### src/rtl/joyport_pkg.sv
// Shared types and helpers for the MSX joystick port arbiter.
package joyport_pkg;

  typedef enum logic [1:0] {
    OWN_NONE  = 2'd0,
    OWN_JOY   = 2'd1,
    OWN_MOUSE = 2'd2
  } owner_t;

  // Bit positions in the active-high {F2,F1,U,D,L,R} joystick word
  localparam int B_R  = 0;
  localparam int B_L  = 1;
  localparam int B_D  = 2;
  localparam int B_U  = 3;
  localparam int B_F1 = 4;
  localparam int B_F2 = 5;

  localparam int QUIET_CYC_DEF = 2148;
  localparam int GUARD_CYC_DEF = 2148000;
  localparam int AF_HALF_DEF   = 536931;

  // Active-high {F2,F1,U,D,L,R} -> MSX active-low {F2,F1,R,L,D,U}
  function automatic logic [5:0] msx_map(input logic [5:0] j);
    return ~{j[B_F2], j[B_F1], j[B_R], j[B_L], j[B_D], j[B_U]};
  endfunction

endpackage

### src/rtl/joyport_owner_fsm.sv
// Per-port ownership FSM with pending request, strobe-quiet and mouse-guard counters.
//   state     | meaning
//   OWN_NONE  | nobody has claimed the port; joystick passes through
//   OWN_JOY   | digital joystick owns the port
//   OWN_MOUSE | mouse emulator data drives the port
module joyport_owner_fsm
  import joyport_pkg::*;
#(
  parameter int QUIET_CYC = QUIET_CYC_DEF,
  parameter int GUARD_CYC = GUARD_CYC_DEF
) (
  input  logic       clk_sys,
  input  logic       reset,
  input  logic       joy_act,
  input  logic       mouse_act,
  input  logic       eligible,
  input  logic       strobe,
  input  logic [5:0] joy_map,
  input  logic [5:0] mdata,
  output logic [5:0] joy_out,
  output logic [1:0] owner
);

  localparam int QW = $clog2(QUIET_CYC + 1);
  localparam int GW = $clog2(GUARD_CYC + 1);

  owner_t          state, state_nx, pend, pend_nx, req;
  logic            pend_vld, pend_vld_nx, req_vld, commit;
  logic            str_q, str_edge, quiet_ok;
  logic [QW-1:0]   quiet;
  logic [GW-1:0]   guard;

  assign str_edge = strobe ^ str_q;
  assign quiet_ok = (quiet == QW'(QUIET_CYC)) && !str_edge;
  assign owner    = state;

  always_comb begin
    req_vld     = 1'b0;
    req         = OWN_NONE;
    pend_nx     = pend;
    pend_vld_nx = pend_vld;
    state_nx    = state;
    commit      = 1'b0;

    if (joy_act) begin
      req_vld = 1'b1;
      req     = OWN_JOY;
    end else if (mouse_act && eligible && guard == '0) begin
      req_vld = 1'b1;
      req     = OWN_MOUSE;
    end else if (state == OWN_MOUSE && !eligible) begin
      req_vld = 1'b1;
      req     = OWN_NONE;
    end
    if (req == state) req_vld = 1'b0;

    if (req_vld) begin
      pend_nx     = req;
      pend_vld_nx = 1'b1;
    end

    // An unowned port has no reader to protect, so it switches without waiting.
    commit = pend_vld_nx && (quiet_ok || state == OWN_NONE);
    if (commit) begin
      state_nx    = pend_nx;
      pend_vld_nx = 1'b0;
    end
  end

  always_ff @(posedge clk_sys) begin
    str_q <= strobe;
    if (reset) begin
      state    <= OWN_NONE;
      pend     <= OWN_NONE;
      pend_vld <= 1'b0;
      quiet    <= '0;
      guard    <= '0;
      joy_out  <= 6'h3F;
    end else begin
      state    <= state_nx;
      pend     <= pend_nx;
      pend_vld <= pend_vld_nx;
      if (str_edge)                      quiet <= '0;
      else if (quiet != QW'(QUIET_CYC))  quiet <= quiet + 1'b1;
      if (commit && state_nx == OWN_JOY) guard <= GW'(GUARD_CYC);
      else if (guard != '0)              guard <= guard - 1'b1;
      joy_out  <= (state_nx == OWN_MOUSE) ? mdata : joy_map;
    end
  end

endmodule

### src/rtl/joyport_arbiter.sv
// Arbitrates MSX joystick ports A/B between joystick sources and the PS/2 mouse.
// Optional F1 autofire is built when JOYPORT_AUTOFIRE_EN is defined.
module joyport_arbiter
  import joyport_pkg::*;
#(
  parameter int QUIET_CYC = QUIET_CYC_DEF,
  parameter int GUARD_CYC = GUARD_CYC_DEF,
  parameter int AF_HALF   = AF_HALF_DEF
) (
  input  logic       clk_sys,
  input  logic       reset,
  input  logic [5:0] joy_usb0,
  input  logic [5:0] joy_usb1,
  input  logic [5:0] joy_db0,
  input  logic [5:0] joy_db1,
  input  logic [1:0] db_en,
  input  logic       swap,
  input  logic       mouse_port,
  input  logic       mouse_toggle,
  input  logic [5:0] mdata,
  input  logic       str_a,
  input  logic       str_b,
  input  logic [1:0] autofire,
  output logic [5:0] joy_a,
  output logic [5:0] joy_b,
  output logic       mouse_strobe,
  output logic [1:0] owner_a,
  output logic [1:0] owner_b
);

  logic [5:0] p0_raw, p1_raw, p0, p1;
  logic       tog_q, mouse_act, act_a, act_b;

  assign p0_raw = db_en[0] ? joy_db0 : joy_usb0;
  assign p1_raw = db_en[1] ? joy_db1 : joy_usb1;

`ifdef JOYPORT_AUTOFIRE_EN
  localparam int AW = $clog2(AF_HALF + 1);
  logic [1:0]    f1_q, phase, f1_rise;
  logic [AW-1:0] af_cnt [2];

  assign f1_rise = {p1_raw[B_F1] & ~f1_q[1], p0_raw[B_F1] & ~f1_q[0]};

  // The press cycle itself is the first pressed cycle, hence the AF_HALF-2 load.
  always_ff @(posedge clk_sys) begin
    if (reset) begin
      f1_q      <= 2'b00;
      phase     <= 2'b00;
      af_cnt[0] <= '0;
      af_cnt[1] <= '0;
    end else begin
      f1_q <= {p1_raw[B_F1], p0_raw[B_F1]};
      for (int n = 0; n < 2; n++) begin
        if (f1_rise[n]) begin
          af_cnt[n] <= AW'(AF_HALF - 2);
          phase[n]  <= 1'b1;
        end else if (af_cnt[n] == '0) begin
          af_cnt[n] <= AW'(AF_HALF - 1);
          phase[n]  <= ~phase[n];
        end else begin
          af_cnt[n] <= af_cnt[n] - 1'b1;
        end
      end
    end
  end

  always_comb begin
    p0       = p0_raw;
    p1       = p1_raw;
    p0[B_F1] = p0_raw[B_F1] & (~autofire[0] | f1_rise[0] | phase[0]);
    p1[B_F1] = p1_raw[B_F1] & (~autofire[1] | f1_rise[1] | phase[1]);
  end
`else
  logic unused_af;
  assign unused_af = ^{autofire, AF_HALF[0]};
  assign p0 = p0_raw;
  assign p1 = p1_raw;
`endif

  always_ff @(posedge clk_sys) tog_q <= mouse_toggle;

  assign mouse_act    = mouse_toggle ^ tog_q;
  assign mouse_strobe = mouse_port ? str_b : str_a;

  // Claiming looks at the raw sources so autofire gaps never read as idle.
  assign act_a = swap ? (|p1_raw) : (|p0_raw);
  assign act_b = swap ? (|p0_raw) : (|p1_raw);

  joyport_owner_fsm #(.QUIET_CYC(QUIET_CYC), .GUARD_CYC(GUARD_CYC)) u_port_a (
    .clk_sys   (clk_sys),
    .reset     (reset),
    .joy_act   (act_a),
    .mouse_act (mouse_act & ~mouse_port),
    .eligible  (~mouse_port),
    .strobe    (str_a),
    .joy_map   (msx_map(swap ? p1 : p0)),
    .mdata     (mdata),
    .joy_out   (joy_a),
    .owner     (owner_a)
  );

  joyport_owner_fsm #(.QUIET_CYC(QUIET_CYC), .GUARD_CYC(GUARD_CYC)) u_port_b (
    .clk_sys   (clk_sys),
    .reset     (reset),
    .joy_act   (act_b),
    .mouse_act (mouse_act & mouse_port),
    .eligible  (mouse_port),
    .strobe    (str_b),
    .joy_map   (msx_map(swap ? p0 : p1)),
    .mdata     (mdata),
    .joy_out   (joy_b),
    .owner     (owner_b)
  );

endmodule
### config.mk
export PLATFORM = sky130hd
export DESIGN_NAME = joyport_arbiter
export DESIGN_NICKNAME = d
export VERILOG_FILES = /design/src/rtl/joyport_pkg.sv /design/src/rtl/joyport_owner_fsm.sv /design/src/rtl/joyport_arbiter.sv
export SDC_FILE = /design/constraint.sdc
export NUM_CORES = 1
export LEC_CHECK = 0
export ABC_CLOCK_PERIOD_IN_PS = 2900
export CORE_ASPECT_RATIO = 0.7
export CORE_MARGIN = 2
export CORE_UTILIZATION = 35
export CTS_BUF_LIST = sky130_fd_sc_hd__clkbuf_16
export DETAILED_ROUTE_END_ITERATION = 8
export SYNTH_ARGS = -nofsm -noshare
export SYNTH_HDL_FRONTEND = slang
export SYNTH_SLANG_ARGS = --single-unit
### constraint.sdc
create_clock -name clk_sys -period 2.9 [get_ports clk_sys]
set_input_delay 0.58 -clock clk_sys [delete_from_list [all_inputs] [get_ports clk_sys]]
set_output_delay 0.58 -clock clk_sys [all_outputs]
set_load 0.05 [all_outputs]
Yosys cells after proc, flatten, opt, wreduce, memory -nomap -nowiden
Cells that the tools add are included.
W data, S select, Z words.
{"block": "word_totals", "ff_bits": 93, "input_bits": 41, "out_inout_bits": 17, "elab_cells": 105}
{"block": "op_classes", "addsub": 4, "n_eq_ne": 12, "mux": 31, "bitwise": 8, "n_reduce_logical": 33}
{"operator": "$mux W22", "count": 4}
{"operator": "$logic_not A22 Y1", "count": 2}
{"operator": "$reduce_bool A22 Y1", "count": 2}
{"operator": "$sub A22 B1 Y22 const B", "count": 2}
{"operator": "$mux W6", "count": 6}
{"operator": "$add A12 B1 Y12 const B", "count": 2}
{"operator": "$eq A12 B12 Y1 const B", "count": 2}
{"operator": "$ne A12 B12 Y1 const B", "count": 2}
{"operator": "$mux W2", "count": 8}
{"operator": "$mux W1", "count": 13}
{"operator": "$logic_and A1 B1 Y1", "count": 12}
{"operator": "$not A6 Y6", "count": 2}
{"operator": "$reduce_or A2 Y1", "count": 6}
{"operator": "$reduce_or A6 Y1", "count": 2}
{"operator": "$eq A2 B2 Y1 const B", "count": 4}
{"operator": "$eq A2 B1 Y1 const B", "count": 2}
{"operator": "$eq A2 B2 Y1", "count": 2}
{"operator": "$logic_not A2 Y1", "count": 2}
{"operator": "$reduce_bool A2 Y1", "count": 2}
{"operator": "$logic_not A1 Y1", "count": 3}
{"operator": "$xor A1 B1 Y1", "count": 3}
{"operator": "$and A1 B1 Y1", "count": 2}
{"operator": "$logic_or A1 B1 Y1", "count": 2}
{"operator": "$not A1 Y1", "count": 1}

Logic depth before layout (Yosys ltp)
{"block": "depth", "word_depth": 14, "mapped_depth": 11}

Cells and area by module
From an unflattened synthesis, not the netlist that was laid out.
{"block": "hier_totals", "cells_unflattened": 613, "hier_area_um2": 5240.0}
{"mod": "joyport_owner_fsm", "n_inst": 2, "cells_per_inst": 284, "area_per_inst_um2": 2412.3, "seq_area_each_um2": 920.9}
{"mod": "joyport_arbiter", "n_inst": 1, "cells_per_inst": 45, "area_per_inst_um2": 415.4, "seq_area_each_um2": 20.0}

Least setup slack after synthesis
Ideal clock, no wire load.
{"block": "synth_timing", "kind": "input port to flip-flop", "start": "input db_en[0]", "end": "register u_port_b.joy_out[2]", "setup_ns": 0.126, "arrival_ns": 2.926, "slack_ns": -0.152, "path_stages": 9, "cell_sequence": "buf_6 -> mux2_4 -> or4_4 -> o32ai_4 -> o221ai_2 -> or4_1 -> o21a_1 -> buf_6 -> mux2i_1"}
{"block": "synth_between", "elab_chain_len": 11, "elab_cells_between_ends": 15, "classes_between": "eq/ne (2); mux (10); bitwise (1); reduce/logical (2)"}
{"item": "from (decl)", "line_no": "joyport_arbiter.sv:16", "source": "input logic [1:0] db_en,"}
{"item": "$mux W6 (*)", "line_no": "joyport_arbiter.sv:34", "source": "assign p0_raw = db_en[0] ? joy_db0 : joy_usb0;"}
{"item": "$reduce_or A6 Y1", "line_no": "joyport_arbiter.sv:87", "source": "assign act_b = swap ? (|p0_raw) : (|p1_raw);"}
{"item": "$mux W1", "line_no": "joyport_arbiter.sv:87"}
{"item": "$mux W2", "line_no": "joyport_owner_fsm.sv:45", "source": "if (joy_act) begin"}
{"item": "$eq A2 B2 Y1", "line_no": "joyport_owner_fsm.sv:55", "source": "if (req == state) req_vld = 1'b0;"}
{"item": "$mux W1", "line_no": "joyport_owner_fsm.sv:55"}
{"item": "$mux W1", "line_no": "joyport_owner_fsm.sv:57", "source": "if (req_vld) begin"}
{"item": "$logic_and A1 B1 Y1", "line_no": "joyport_owner_fsm.sv:63", "source": "commit = pend_vld_nx && (quiet_ok || state == OWN_NONE);"}
{"item": "$mux W2", "line_no": "joyport_owner_fsm.sv:64", "source": "if (commit) begin"}
{"item": "$eq A2 B2 Y1", "line_no": "joyport_owner_fsm.sv:87", "source": "joy_out <= (state_nx == OWN_MOUSE) ? mdata : joy_map;"}
{"item": "$mux W6 (*)", "line_no": "joyport_owner_fsm.sv:87"}
{"item": "to (signal assigned)", "line_no": "joyport_owner_fsm.sv:87"}
{"item": "to (decl)", "line_no": "joyport_owner_fsm.sv:20", "source": "output logic [5:0] joy_out,"}
Mark *: on every way between the ends. The rest lies on a longest branch, timed or not.
A chain may end at the register's enable or synchronous reset.

Final worst setup path
{"block": "layout_timing", "start": "input db_en[0]", "end": "register u_port_b.joy_out[4]"}
Same word-level chain as after synthesis.

==> impl_metrics.tcl <==
set metrics [dict create \
    synthArstFlopShare_pct 0 \
    arrival_ns 3.04 \
    clockRootBuffer "clkbuf_16" \
    initial_utilization_pct 35.8 \
    place_hpwl_mm 8.26 \
    die_width_um 143 \
    yosysUniqueCellTypes 56 \
    syn-cell-area_mm2 0.00471 \
    cts_hold_buf 0 \
    rows 35 \
    firstDrtPassIters 5 \
    gp_congestion 0.825 \
    fin_area_mm2 0.00616 \
    power_density_mw_per_mm2 839 \
    yosysSeqAreaShare_pct 39.5 \
    final_util_pct 46.9 \
    cts_buffer_depth 2 \
    relSlewSlack_pct 66.1 \
    final_hold_viol_count 0 \
    dieArea_mm2 0.0144 \
    die_h_um 101 \
    synth_xor_area_share_pct 10.6 \
    fin_crit_sh_pct 97.5 \
    pin_count 58 \
    synth_fp_nets 605 \
    reg2reg_setup_slack_ns 0.12 \
    setup_violations 0 \
    critPathLaunchType "input port" \
    htree_levels 3 \
    cts_tree "built" \
    ir_drop_v 0.000566 \
    path_clk_slew_ns 0.07 \
    antennaDiodeCount 0 \
    drtIter0Drc 215 \
    synth_fa_ha_area_share_pct 2.13 \
    cap_viol_max_count 0 \
    critPathCaptureType "flip-flop" \
    numCtsBuffers 9 \
    core_mm2 0.0131 \
    outcome "finished clean" \
    critical_path_class "input port to flip-flop" \
    synth_compound_gate_area_share_pct 12.6 \
    grt_pass1_vias 4075 \
    leakage_nw 2.38 \
    n_fill_cell 1286 \
    grt_pass1_wl_mm 18.7 \
    synth-seq-cells 93 \
    ys.flop_type "dfxtp_1" \
    cts.sinks 93 \
    synth_edf_count 0 \
    synth_cells 556 \
    synth_top_family_by_area "simple AND/OR/NAND/NOR gates" \
    ys_warn_count 0 \
    grt_max_degree 37 \
    worstPathMaxFanout 6 \
    whs_ns 0.453 \
    clk-insertion-delay-late_ns 0.34 \
    max_freq_mhz 354 \
    io_buffer_count 55 \
    finalMaxSlewViolations 0 \
    tightestPinTransition_ns 0.507 \
    viasPerCell 5.18 \
    hp-class "flip-flop to flip-flop" \
    placed_cell_area_mm2 0.00580 \
    muxShareOfSynthArea_pct 5.23 \
    drtAntennaViolNets 0 \
    wl_mm 11.0 \
    final_cell_mix "100 x nor2_1, 93 x dfxtp_1, 49 x buf_4" \
    layout_commonest_cell "nor2_1" \
    syn_to_final_growth_pct 30.7 \
    drc 0 \
    grtUsageTotal_pct 16.1 \
    clock_skew_ns 0.00947 \
    overflow 0 \
    antenna_found_initial 0 \
    fin_nets 702 \
    drive_above_1_share_pct 15.0 \
    dr_total_vias 4269 \
    synthSimpleGateAreaFrac_pct 26.7 \
    cp_data_required_time_ns 3.11 \
    wl_per_cell_um 13.4 \
    synth.avg_cell_area_um2 8.47 \
    fin_crit_ns 2.83 \
]
[state kept, by name, summed over array words and instances (netlist names), 6 cells and up]
register,flops
u_port_a.guard,22
u_port_b.guard,22
u_port_a.quiet,12
u_port_b.quiet,12
u_port_a.joy_out,6
u_port_b.joy_out,6
[through the flow]
step / power (mW) / std cells / worst slack, ns / setup TNS [ns]
floorplan: 3.28 / 556 / -0.0707 / -0.457
global placement: 3.89 / 806 / -0.708 / -34.00
detailed placement: 3.94 / 806 / -0.820 / -38.60
CTS: 5.14 / 822 / 0.0108 / 0
global route: 5.55 / 824 / -0.0151 / -0.0159
finish: 5.17 / 824 / 0.0725 / 0
[cells in the mapped netlist, types with 4 or more instances]
master / number / share of area [%]
xor2_1: 26 / 4.8
or2_2: 4 / 0.53
a2111oi_0: 6 / 1.1
a21oi_1: 36 / 3.8
inv_1: 15 / 1.2
xnor2_1: 31 / 5.8
or4_1: 6 / 0.96
dfxtp_1: 93 / 40
nand3_1: 21 / 2.2
clkbuf_1: 12 / 0.96
nor2_1: 101 / 8.0
nor3_1: 15 / 1.6
or3_1: 20 / 2.7
mux2i_1: 16 / 3.4
buf_2: 4 / 0.43
nand2_1: 39 / 3.1
ha_1: 8 / 2.1
o21ai_0: 12 / 1.3
nand4_1: 5 / 0.66
a211oi_1: 7 / 1.1
nand2b_1: 10 / 1.3
nor4_1: 9 / 1.2
and3_1: 7 / 0.93
a311oi_1: 6 / 1.1
mux2_2: 5 / 1.2
[final cells by class]
cell class              count  area, um^2  share of cell area [%]
clock buffers               9         225                    3.66
clock inverters             7        75.1                    1.22
inverters                  15        56.3                   0.914
multi-input cells         429        2790                    45.3
flip-flops and latches     93        1860                    30.2
well taps                 166         208                    3.37
repair buffers            105         943                    15.3
[critical path, stage by stage]
cell and delay (ns):
buf_6 0.11, buf_4 0.13, mux2_4 0.29, or4_4 0.58
o32ai_4 0.35, o221ai_2 0.17, or4_4 0.51, o21a_4 0.17
mux2i_1 0.14
[cells by family (layout without fill, tap and decap cells)]
logic type / Yosys count / in the layout
adder cells (fa/ha/maj): 8 / 8
AND/OR/NAND/NOR: 256 / 256
AO/OA/AOI/OAI: 85 / 85
multiplexers: 23 / 23
XOR/XNOR: 57 / 57
flip-flops: 93 / 93
buffers and inverters: 34 / 136
[worst paths after layout]
check / startpoint / endpoint / cells after the start
hold reg to reg: u_port_a.guard[20]$_SDFFE_PP0P_ / u_port_a.guard[20]$_SDFFE_PP0P_ / 2
setup reg to reg: u_port_a.guard[12]$_SDFFE_PP0P_ / u_port_a.guard[12]$_SDFFE_PP0P_ / 9
hold / removal: u_port_a.guard[20]$_SDFFE_PP0P_ / u_port_a.guard[20]$_SDFFE_PP0P_ / 2
setup / recovery: db_en[0] / u_port_b.joy_out[4]$_SDFF_PP1_ / 9
[timing repair]
action | CTS | global route
setup buffers | 0 | 2
pin swaps | 4 | 9
setup endpoints to repair | 61 | 32
resized for setup | 16 | 10
[where the power goes]
part | internal [mW] | switching [mW] | leakage [nW] | total (mW)
combinational | 0.993 | 1.23 | 1.47 | 2.22
clock | 0.671 | 0.513 | 0.143 | 1.18
sequential | 1.54 | 0.224 | 0.763 | 1.76
[metal layers]
metal	vias to the layer above	wire length, um	GRT usage, %
met4	0	175	4.72
met1	2007	5350	21.3
met5	-	0	0
li1	2147	-	-
met3	19	494	4.18
met2	96	5020	25.9
Power figures use the tool's default switching activity.
